==> src/rtl/shifter_arbiter.sv <==
// Round-robin arbiter sharing one 4-bit barrel shifter between two valid/ready requesters.
// Results land in a one-entry tagged output slot; per-requester saturating grant counters.
module shifter_arbiter #(
  parameter int CNT_W = 8
) (
  input  logic             clk,
  input  logic             rst,
  input  logic [1:0]       req_valid,
  input  logic [7:0]       req_a,
  input  logic [3:0]       req_k,
  input  logic [5:0]       req_op,
  output logic [1:0]       req_ready,
  output logic             res_valid,
  output logic [3:0]       res_data,
  output logic             res_id,
  input  logic             res_ready,
  output logic [CNT_W-1:0] grant_cnt0,
  output logic [CNT_W-1:0] grant_cnt1
);

  typedef enum logic [0:0] {
    EMPTY = 1'b0,
    FULL  = 1'b1
  } state_t;

  localparam logic [CNT_W-1:0] CNT_MAX = {CNT_W{1'b1}};
  localparam logic [CNT_W-1:0] CNT_ONE = CNT_W'(1'b1);

  state_t           state_r;
  state_t           state_nxt_s;
  logic             rr_ptr_r;
  logic [3:0]       res_data_r;
  logic             res_id_r;
  logic [CNT_W-1:0] cnt0_r;
  logic [CNT_W-1:0] cnt1_r;

  logic             slot_free_s;
  logic [1:0]       grant_s;
  logic [1:0]       ready_s;
  logic             accept_s;
  logic             winner_s;
  logic [3:0]       sel_a_s;
  logic [1:0]       sel_k_s;
  logic [2:0]       sel_op_s;
  logic [3:0]       shift_s;

  // op = {shift, left, arithmetic}; rotations wrap, shifts fill with zero or sign
  function automatic logic [3:0] barrel_shift(input logic [3:0] a,
                                              input logic [1:0] k,
                                              input logic [2:0] op);
    logic [2:0] inv_k;
    logic [3:0] res;
    inv_k = 3'd4 - {1'b0, k};
    case (op)
      3'b000, 3'b001: res = (a >> k) | (a << inv_k);
      3'b010, 3'b011: res = (a << k) | (a >> inv_k);
      3'b100:         res = a >> k;
      3'b101:         res = 4'($signed(a) >>> k);
      3'b110, 3'b111: res = a << k;
      default:        res = a;
    endcase
    return res;
  endfunction

  // Combinational grant: lone requester wins, ties go to rr_ptr; nothing handshakes during reset
  always_comb begin
    grant_s     = 2'b00;
    ready_s     = 2'b00;
    slot_free_s = (state_r == EMPTY) | res_ready;
    case (req_valid)
      2'b01:   grant_s = 2'b01;
      2'b10:   grant_s = 2'b10;
      2'b11:   grant_s = rr_ptr_r ? 2'b10 : 2'b01;
      default: grant_s = 2'b00;
    endcase
    if (rst) begin
      ready_s = 2'b00;
    end else if (slot_free_s) begin
      ready_s = grant_s;
    end else begin
      ready_s = 2'b00;
    end
  end

  assign accept_s = |ready_s;
  assign winner_s = ready_s[1];

  // Operand mux for the winning requester feeding the shared shifter
  always_comb begin
    sel_a_s  = req_a[3:0];
    sel_k_s  = req_k[1:0];
    sel_op_s = req_op[2:0];
    if (winner_s) begin
      sel_a_s  = req_a[7:4];
      sel_k_s  = req_k[3:2];
      sel_op_s = req_op[5:3];
    end else begin
      sel_a_s  = req_a[3:0];
      sel_k_s  = req_k[1:0];
      sel_op_s = req_op[2:0];
    end
    shift_s = barrel_shift(sel_a_s, sel_k_s, sel_op_s);
  end

  // Slot next-state: a reload keeps it FULL even while draining
  always_comb begin
    state_nxt_s = state_r;
    case (state_r)
      EMPTY: begin
        if (accept_s) begin
          state_nxt_s = FULL;
        end else begin
          state_nxt_s = EMPTY;
        end
      end
      FULL: begin
        if (accept_s) begin
          state_nxt_s = FULL;
        end else if (res_ready) begin
          state_nxt_s = EMPTY;
        end else begin
          state_nxt_s = FULL;
        end
      end
      default: state_nxt_s = EMPTY;
    endcase
  end

  // Slot state register
  always_ff @(posedge clk or posedge rst) begin
    if (rst) begin
      state_r <= EMPTY;
    end else begin
      state_r <= state_nxt_s;
    end
  end

  // Result payload, tag and round-robin pointer update on accept only
  always_ff @(posedge clk or posedge rst) begin
    if (rst) begin
      res_data_r <= 4'b0000;
      res_id_r   <= 1'b0;
      rr_ptr_r   <= 1'b0;
    end else if (accept_s) begin
      res_data_r <= shift_s;
      res_id_r   <= winner_s;
      rr_ptr_r   <= ~winner_s;
    end
  end

  // Saturating grant counters; they stick at all-ones instead of wrapping
  always_ff @(posedge clk or posedge rst) begin
    if (rst) begin
      cnt0_r <= '0;
      cnt1_r <= '0;
    end else if (accept_s) begin
      if (!winner_s && (cnt0_r != CNT_MAX)) begin
        cnt0_r <= cnt0_r + CNT_ONE;
      end
      if (winner_s && (cnt1_r != CNT_MAX)) begin
        cnt1_r <= cnt1_r + CNT_ONE;
      end
    end
  end

  assign req_ready  = ready_s;
  assign res_valid  = (state_r == FULL);
  assign res_data   = res_data_r;
  assign res_id     = res_id_r;
  assign grant_cnt0 = cnt0_r;
  assign grant_cnt1 = cnt1_r;

endmodule

==> config.mk <==
export PLATFORM = sky130hd
export DESIGN_NAME = shifter_arbiter
export DESIGN_NICKNAME = d
export VERILOG_FILES = /design/src/rtl/shifter_arbiter.sv
export SDC_FILE = /design/constraint.sdc
export NUM_CORES = 1
export LEC_CHECK = 0
export CORE_ASPECT_RATIO = 0.5
export CORE_MARGIN = 2
export CORE_UTILIZATION = 48
export CTS_CLUSTER_SIZE = 25
export DETAILED_ROUTE_END_ITERATION = 6
export PLACE_DENSITY_LB_ADDON = 0.15
export SKIP_LAST_GASP = 1
export SLEW_MARGIN = 10
export SYNTH_ARGS = -nofsm -noshare
export SYNTH_HDL_FRONTEND = slang
export SYNTH_SLANG_ARGS = --single-unit
==> constraint.sdc <==
create_clock -name clk -period 4.1 [get_ports clk]
set_input_delay 0.82 -clock clk [delete_from_list [all_inputs] [get_ports clk]]
set_output_delay 0.82 -clock clk [all_outputs]
set_load 0.02 [all_outputs]
## Word-level counts from Yosys, hierarchy flattened

Cells that the tools add are included.

| cells by class | value |
|---|---|
| mux-type cells | 12 |
| add/sub/neg operators | 3 |
| magnitude comparators | 0 |
| reductions and logical operators | 10 |
| div/mod/pow operators | 0 |
| $mul | 0 |
| shift-type cells | 5 |
| bitwise operators | 5 |
| equality and inequality tests | 12 |

Operators by type and width:

| kind | number |
|---|---|
| 4-bit one-hot mux with 5 select lines | 1 |
| 8-bit by 1-bit adder with 8-bit output (second input constant) | 2 |
| 8-bit != test (second input constant) | 2 |
| 3-bit equality test (second input constant) | 4 |
| 2-bit 2-to-1 mux | 4 |
| 4-bit OR | 2 |
| 2-bit OR reduction | 4 |
| 3-bit by 2-bit equality test with 1-bit output (second input constant) | 2 |
| 2-bit one-hot mux with 3 select lines | 1 |
| 2-bit equality test (second input constant) | 2 |
| 4-bit 2-to-1 mux | 1 |
| 2-bit AND reduction | 2 |
| 4-bit by 2-bit << shifter with 4-bit output | 1 |
| 4-bit by 3-bit << shifter with 4-bit output | 1 |
| 4-bit by 2-bit >> shifter with 4-bit output | 1 |
| 4-bit by 3-bit >> shifter with 4-bit output | 1 |
| 4-bit by 2-bit >>> shifter with 4-bit output | 1 |
| 3-bit by 1-bit equality test with 1-bit output (second input constant) | 1 |
| 3-bit logical NOT | 1 |
| 1-bit 2-to-1 mux | 3 |
| 3-bit 2-to-1 mux | 1 |
| 3-bit by 2-bit subtractor with 3-bit output (first input constant) | 1 |
| 2-bit by 1-bit equality test with 1-bit output (second input constant) | 1 |
| 1-bit logical AND | 2 |
| other kinds (4) | 5 |

| storage, ports and cells | value |
|---|---|
| memory bits (read-only) | 0 |
| bits in writable memories | 0 |
| output and inout port bits | 24 |
| memories kept | 0 |
| latch bits | 0 |
| word-level logic and storage cells | 53 |
| register bits after elaboration | 23 |

## Longest topological paths before layout

| depth | value |
|---|---|
| word-level depth | 9 |
| gate-level depth with buffers | 11 |

## Least setup slack after synthesis

OpenSTA, ideal clock, no wires.

| timing | value |
|---|---|
| path type | input to register |
| start | in req_valid[0] |
| end | reg res_data_r[2], in the netlist res_data[2] |
| setup slack | 0.772 ns |
| stages on the path | 10 |
| buffers on the path | 2 |
| data arrival time | 3.251 ns |
| library setup time | 0.077 ns |
| required time | 4.023 ns |
| path through | nor2b_4 or4b_4 buf_6 clkbuf_1 mux2i_1 ha_1 a2111oi_4 mux2i_1 a311o_1 a21oi_1 |

| between the ends | value |
|---|---|
| cells in the longest elaborated chain, start to end | 9 |
| elaborated cells on any way between the ends | 30 |
| classes of those cells | 1 x add/sub; 10 x eq/ne; 5 x shift; 7 x mux; 2 x bitwise; 5 x reduce/logical |

RTL lines:

| item | line | RTL |
|---|---|---|
| start: declaration | 8 | `input logic [1:0] req_valid,` |
| 2-bit equality test / 2-bit by 1-bit equality test with 1-bit output (equally long branches) | 70 | `case (req_valid)` |
| 2-bit one-hot mux with 3 select lines (*) | 70 |  |
| 2-bit 2-to-1 mux (*) | 78 | `end else if (slot_free_s) begin` |
| 2-bit 2-to-1 mux (*) | 76 | `if (rst) begin` |
| 2-bit 2-to-1 mux | 93 | `if (winner_s) begin` |
| 3-bit by 2-bit subtractor with 3-bit output | 53 | `inv_k = 3'd4 - {1'b0, k};` |
| 4-bit by 3-bit >> shifter with 4-bit output / 4-bit by 3-bit << shifter with 4-bit output (equally long branches) | 56, 55 |  |
| 4-bit OR, on equally long branches | 56, 55 |  |
| 4-bit one-hot mux with 5 select lines | 54 | `case (op)` |
| end signal: assignment | 145 | `res_data_r <= shift_s;` |
| end: declaration | 32 | `logic [3:0] res_data_r;` |

Every way passes the cells marked *; elsewhere a longest branch is shown, timed or not.
A chain may end at the register's enable or synchronous reset.

## Worst setup path in the final report

| timing | value |
|---|---|
| start | in req_valid[0] |
| end | out req_ready[1] |

| between the ends | value |
|---|---|
| cells in the longest elaborated chain, start to end | 4 |
| elaborated cells on any way between the ends | 6 |
| classes of those cells | 3 x eq/ne; 3 x mux |

RTL lines:

| item | line | RTL |
|---|---|---|
| 2-bit equality test / 2-bit by 1-bit equality test with 1-bit output (equally long branches) | 70 |  |
| 2-bit one-hot mux with 3 select lines (*) | 70 |  |
| 2-bit 2-to-1 mux (*) | 78 |  |
| 2-bit 2-to-1 mux (*) | 76 |  |
| end: declaration | 12 | `output logic [1:0] req_ready,` |

Marked as above.

==> impl_metrics.toml <==
[run_status]
outcome = "complete, no violations"

[yosys]
seq_area_frac_synth_pct = 35.17
yosys_warnings = 0
syn_inst = 173
syn_area_per_cell_um2 = 9.460
synth_edf_count = 0
synth_flop_cell = "dfrtp_1"
async_flop_share_pct = 100.0
yosysUniqueCellTypes = 43
synth_area_um2 = 1637
ys_ff_latch = 23
syn-num-nets = 199

[die]
initial_utilization_pct = 52.49
fp.dieH_um = 45.29
coreArea_um2 = 3118
die_area_um2 = 3921
row_count = 14
die_w_um = 86.58
io_pins = 47

[grt]
grt-ovfl-total = 0
antenna_found_initial = 0
grt_pass1_vias = 1458
grt_max_degree = 24
grt_usage_pct = 22.12
grt_pass1_wl_mm = 6.693

[clocking]
post-cts-setup-buffer-count = 0
htreeDepth = 1
cts_buffers = 3
clkTransAtPathRegs_ns = 0.07
clkSinkCount = 23
clk_latency_ns = 0.25
cts_tree = "done"
cts_hold_buf = 0
post_cts_resized = 0
clk_path_buf_depth = 2
root_buffer = "clkbuf_8"

[run]
max_cap_violations = 0

[critical_path]
critPathCaptureType = "primary output"
worstSetupStartpointType = "primary input"
rr_worst_depth = 9
arrival_ns = 2.87
rr_startpoint = "res_valid"
r2r_setup_slack_ns = 1.19
required_ns = 3.28
cp_max_fo = 15
regToRegEndpoint = "res_data[2]"
critPathKind = "in -> out"

[worst_hold_path]
holdPathEnd = "res_id"
whs_path_depth = 2
hold_class = "reg -> reg"
min-delay-start = "res_id"

[cells_and_area]
fill_cells = 244
final_nets = 248
mostFrequentLayoutCells = "clkdlybuf4s50_1 (46), nand2_1 (25), dfrtp_1 (23), mux2i_1 (13), xnor2_1 (10)"
mostFrequentLayoutCell = "clkdlybuf4s50_1"
antenna_cells = 0
area_delta_synth_final_pct = 34.10
drive_above_1_share_pct = 8.145
final_util_pct = 70.39

[sta]
max_freq_mhz = 270.8
whs_ns = 0.4846
fin_crit_sh_pct = 90.06
tns_ns = 0
hold_viol_final = 0
tightest_slew_ns = 0.8443
slew_viol_final = 0
max_slew_margin_pct = 43.65
setup_ws_ns = 0.4076
fin_crit_ns = 3.692
clock_skew_ns = 0.004374
setup_viol = 0
rsz0062_at_grt = "false"

[power_and_ir_drop]
leakagePower_nw = 0.9258
pwr_density_cell_nw_per_um2 = 427.2
ir_drop_v = 0.0003463

[drt]
dr.pass1.iters = 6
wl_per_cell_um = 15.56
vias = 1517
drc = 0
drt-initial-drc-count = 70
ant_nets = 0
vias_per_cell = 5.812
drt-total-wl_mm = 4.061

[placed_design]
pre_cts_ws_ns = 0.3153
dp_hpwl_mm = 3.142
gp_congestion = 0.8859
port_buffers = 46
-- registers in the layout, summed over array words and instances (netlist names) --
name	count
grant_cnt1	8
res_data	4
grant_cnt0	8
res_id	1
rr_ptr_r	1
res_valid	1
-- worst max-delay path, stage by stage --
cell	delay (ns)
clkdlybuf4s50_1	0.46
nor2b_4	0.15
or4b_4	0.54
buf_4	0.24
inv_2	0.07
clkdlybuf4s50_1	0.59
-- cells by family after synthesis --
logic type                 Yosys count  synth area share, %
xor gates and xnor gates            14                7.492
AOI/OAI and AO/OA                   36                18.43
DFF                                 23                35.17
buffers and inverters               13                3.515
adders and majority gates            3                2.294
muxes                               17                10.70
and+or+nand+nor                     67                22.40
-- power breakdown --
part	internal [W]	switching [W]
sequential	0.000292	0.0000715
clock	0.0000691	0.0000651
combinational	0.000224	0.000216
-- Yosys cell counts (2+ instances only) --
cell type | number | area share [%]
nor2b_4 | 2 | 1.7
o211ai_1 | 8 | 3.7
a32oi_1 | 2 | 1.1
xnor2_1 | 10 | 5.4
nor2b_1 | 3 | 1.1
a21boi_0 | 2 | 0.92
nand4_1 | 3 | 1.1
xor2_1 | 4 | 2.1
nand4b_1 | 2 | 1.1
nand3_1 | 9 | 2.8
nand2b_1 | 8 | 3.1
a31oi_1 | 6 | 2.3
and3_1 | 5 | 1.9
dfrtp_1 | 23 | 35
o21a_1 | 3 | 1.4
inv_1 | 4 | 0.92
nand2_1 | 25 | 5.7
clkbuf_1 | 4 | 0.92
a21oi_1 | 4 | 1.2
mux2_2 | 4 | 2.8
a2111oi_4 | 2 | 3.4
ha_1 | 3 | 2.3
mux2i_1 | 13 | 8.0
nor2_1 | 5 | 1.1
-- per-layer routing --
layer / wire length [um] / part of all wire [%] / vias to the layer above / GRT usage (%)
li1: - / - / 729 / -
met1: 1890 / 47 / 736 / 30.43
met2: 1911 / 47 / 48 / 37.54
met3: 219 / 5.4 / 4 / 2.377
met4: 40 / 0.98 / 0 / 7.187
met5: 0 / 0 / - / 0
-- metrics by stage --
step	std cells	instance area [um2]	total power [W]
after floorplan	173	1637	0.0006004
after global placement	257	2150	0.0007970
after detailed placement	257	2150	0.0008059
after CTS	261	2195	0.0009442
after global routing	261	2195	0.0009935
final	261	2195	0.0009376
-- layout make-up --
class / count / area, um2 / share of cell area (%)
multi-input combinational: 137 / 1003 / 45.72
sequential: 23 / 575.6 / 26.23
timing repair buffer: 51 / 498.0 / 22.69
tap: 40 / 50.05 / 2.281
clock buffer: 4 / 45.04 / 2.052
inverter: 6 / 22.52 / 1.026
-- how the worst max path moves through the flow --
stage                        end  depth (start not counted)    startpoint
floorplan            res_data[2]                         10  req_valid[0]
global placement     res_data[2]                         10  req_valid[0]
detailed placement   res_data[2]                         10  req_valid[0]
CTS                 req_ready[1]                          6  req_valid[0]
global route        req_ready[1]                          6  req_valid[0]
finish              req_ready[1]                          6  req_valid[0]
No activity file was read; power rests on OpenSTA's default activity.
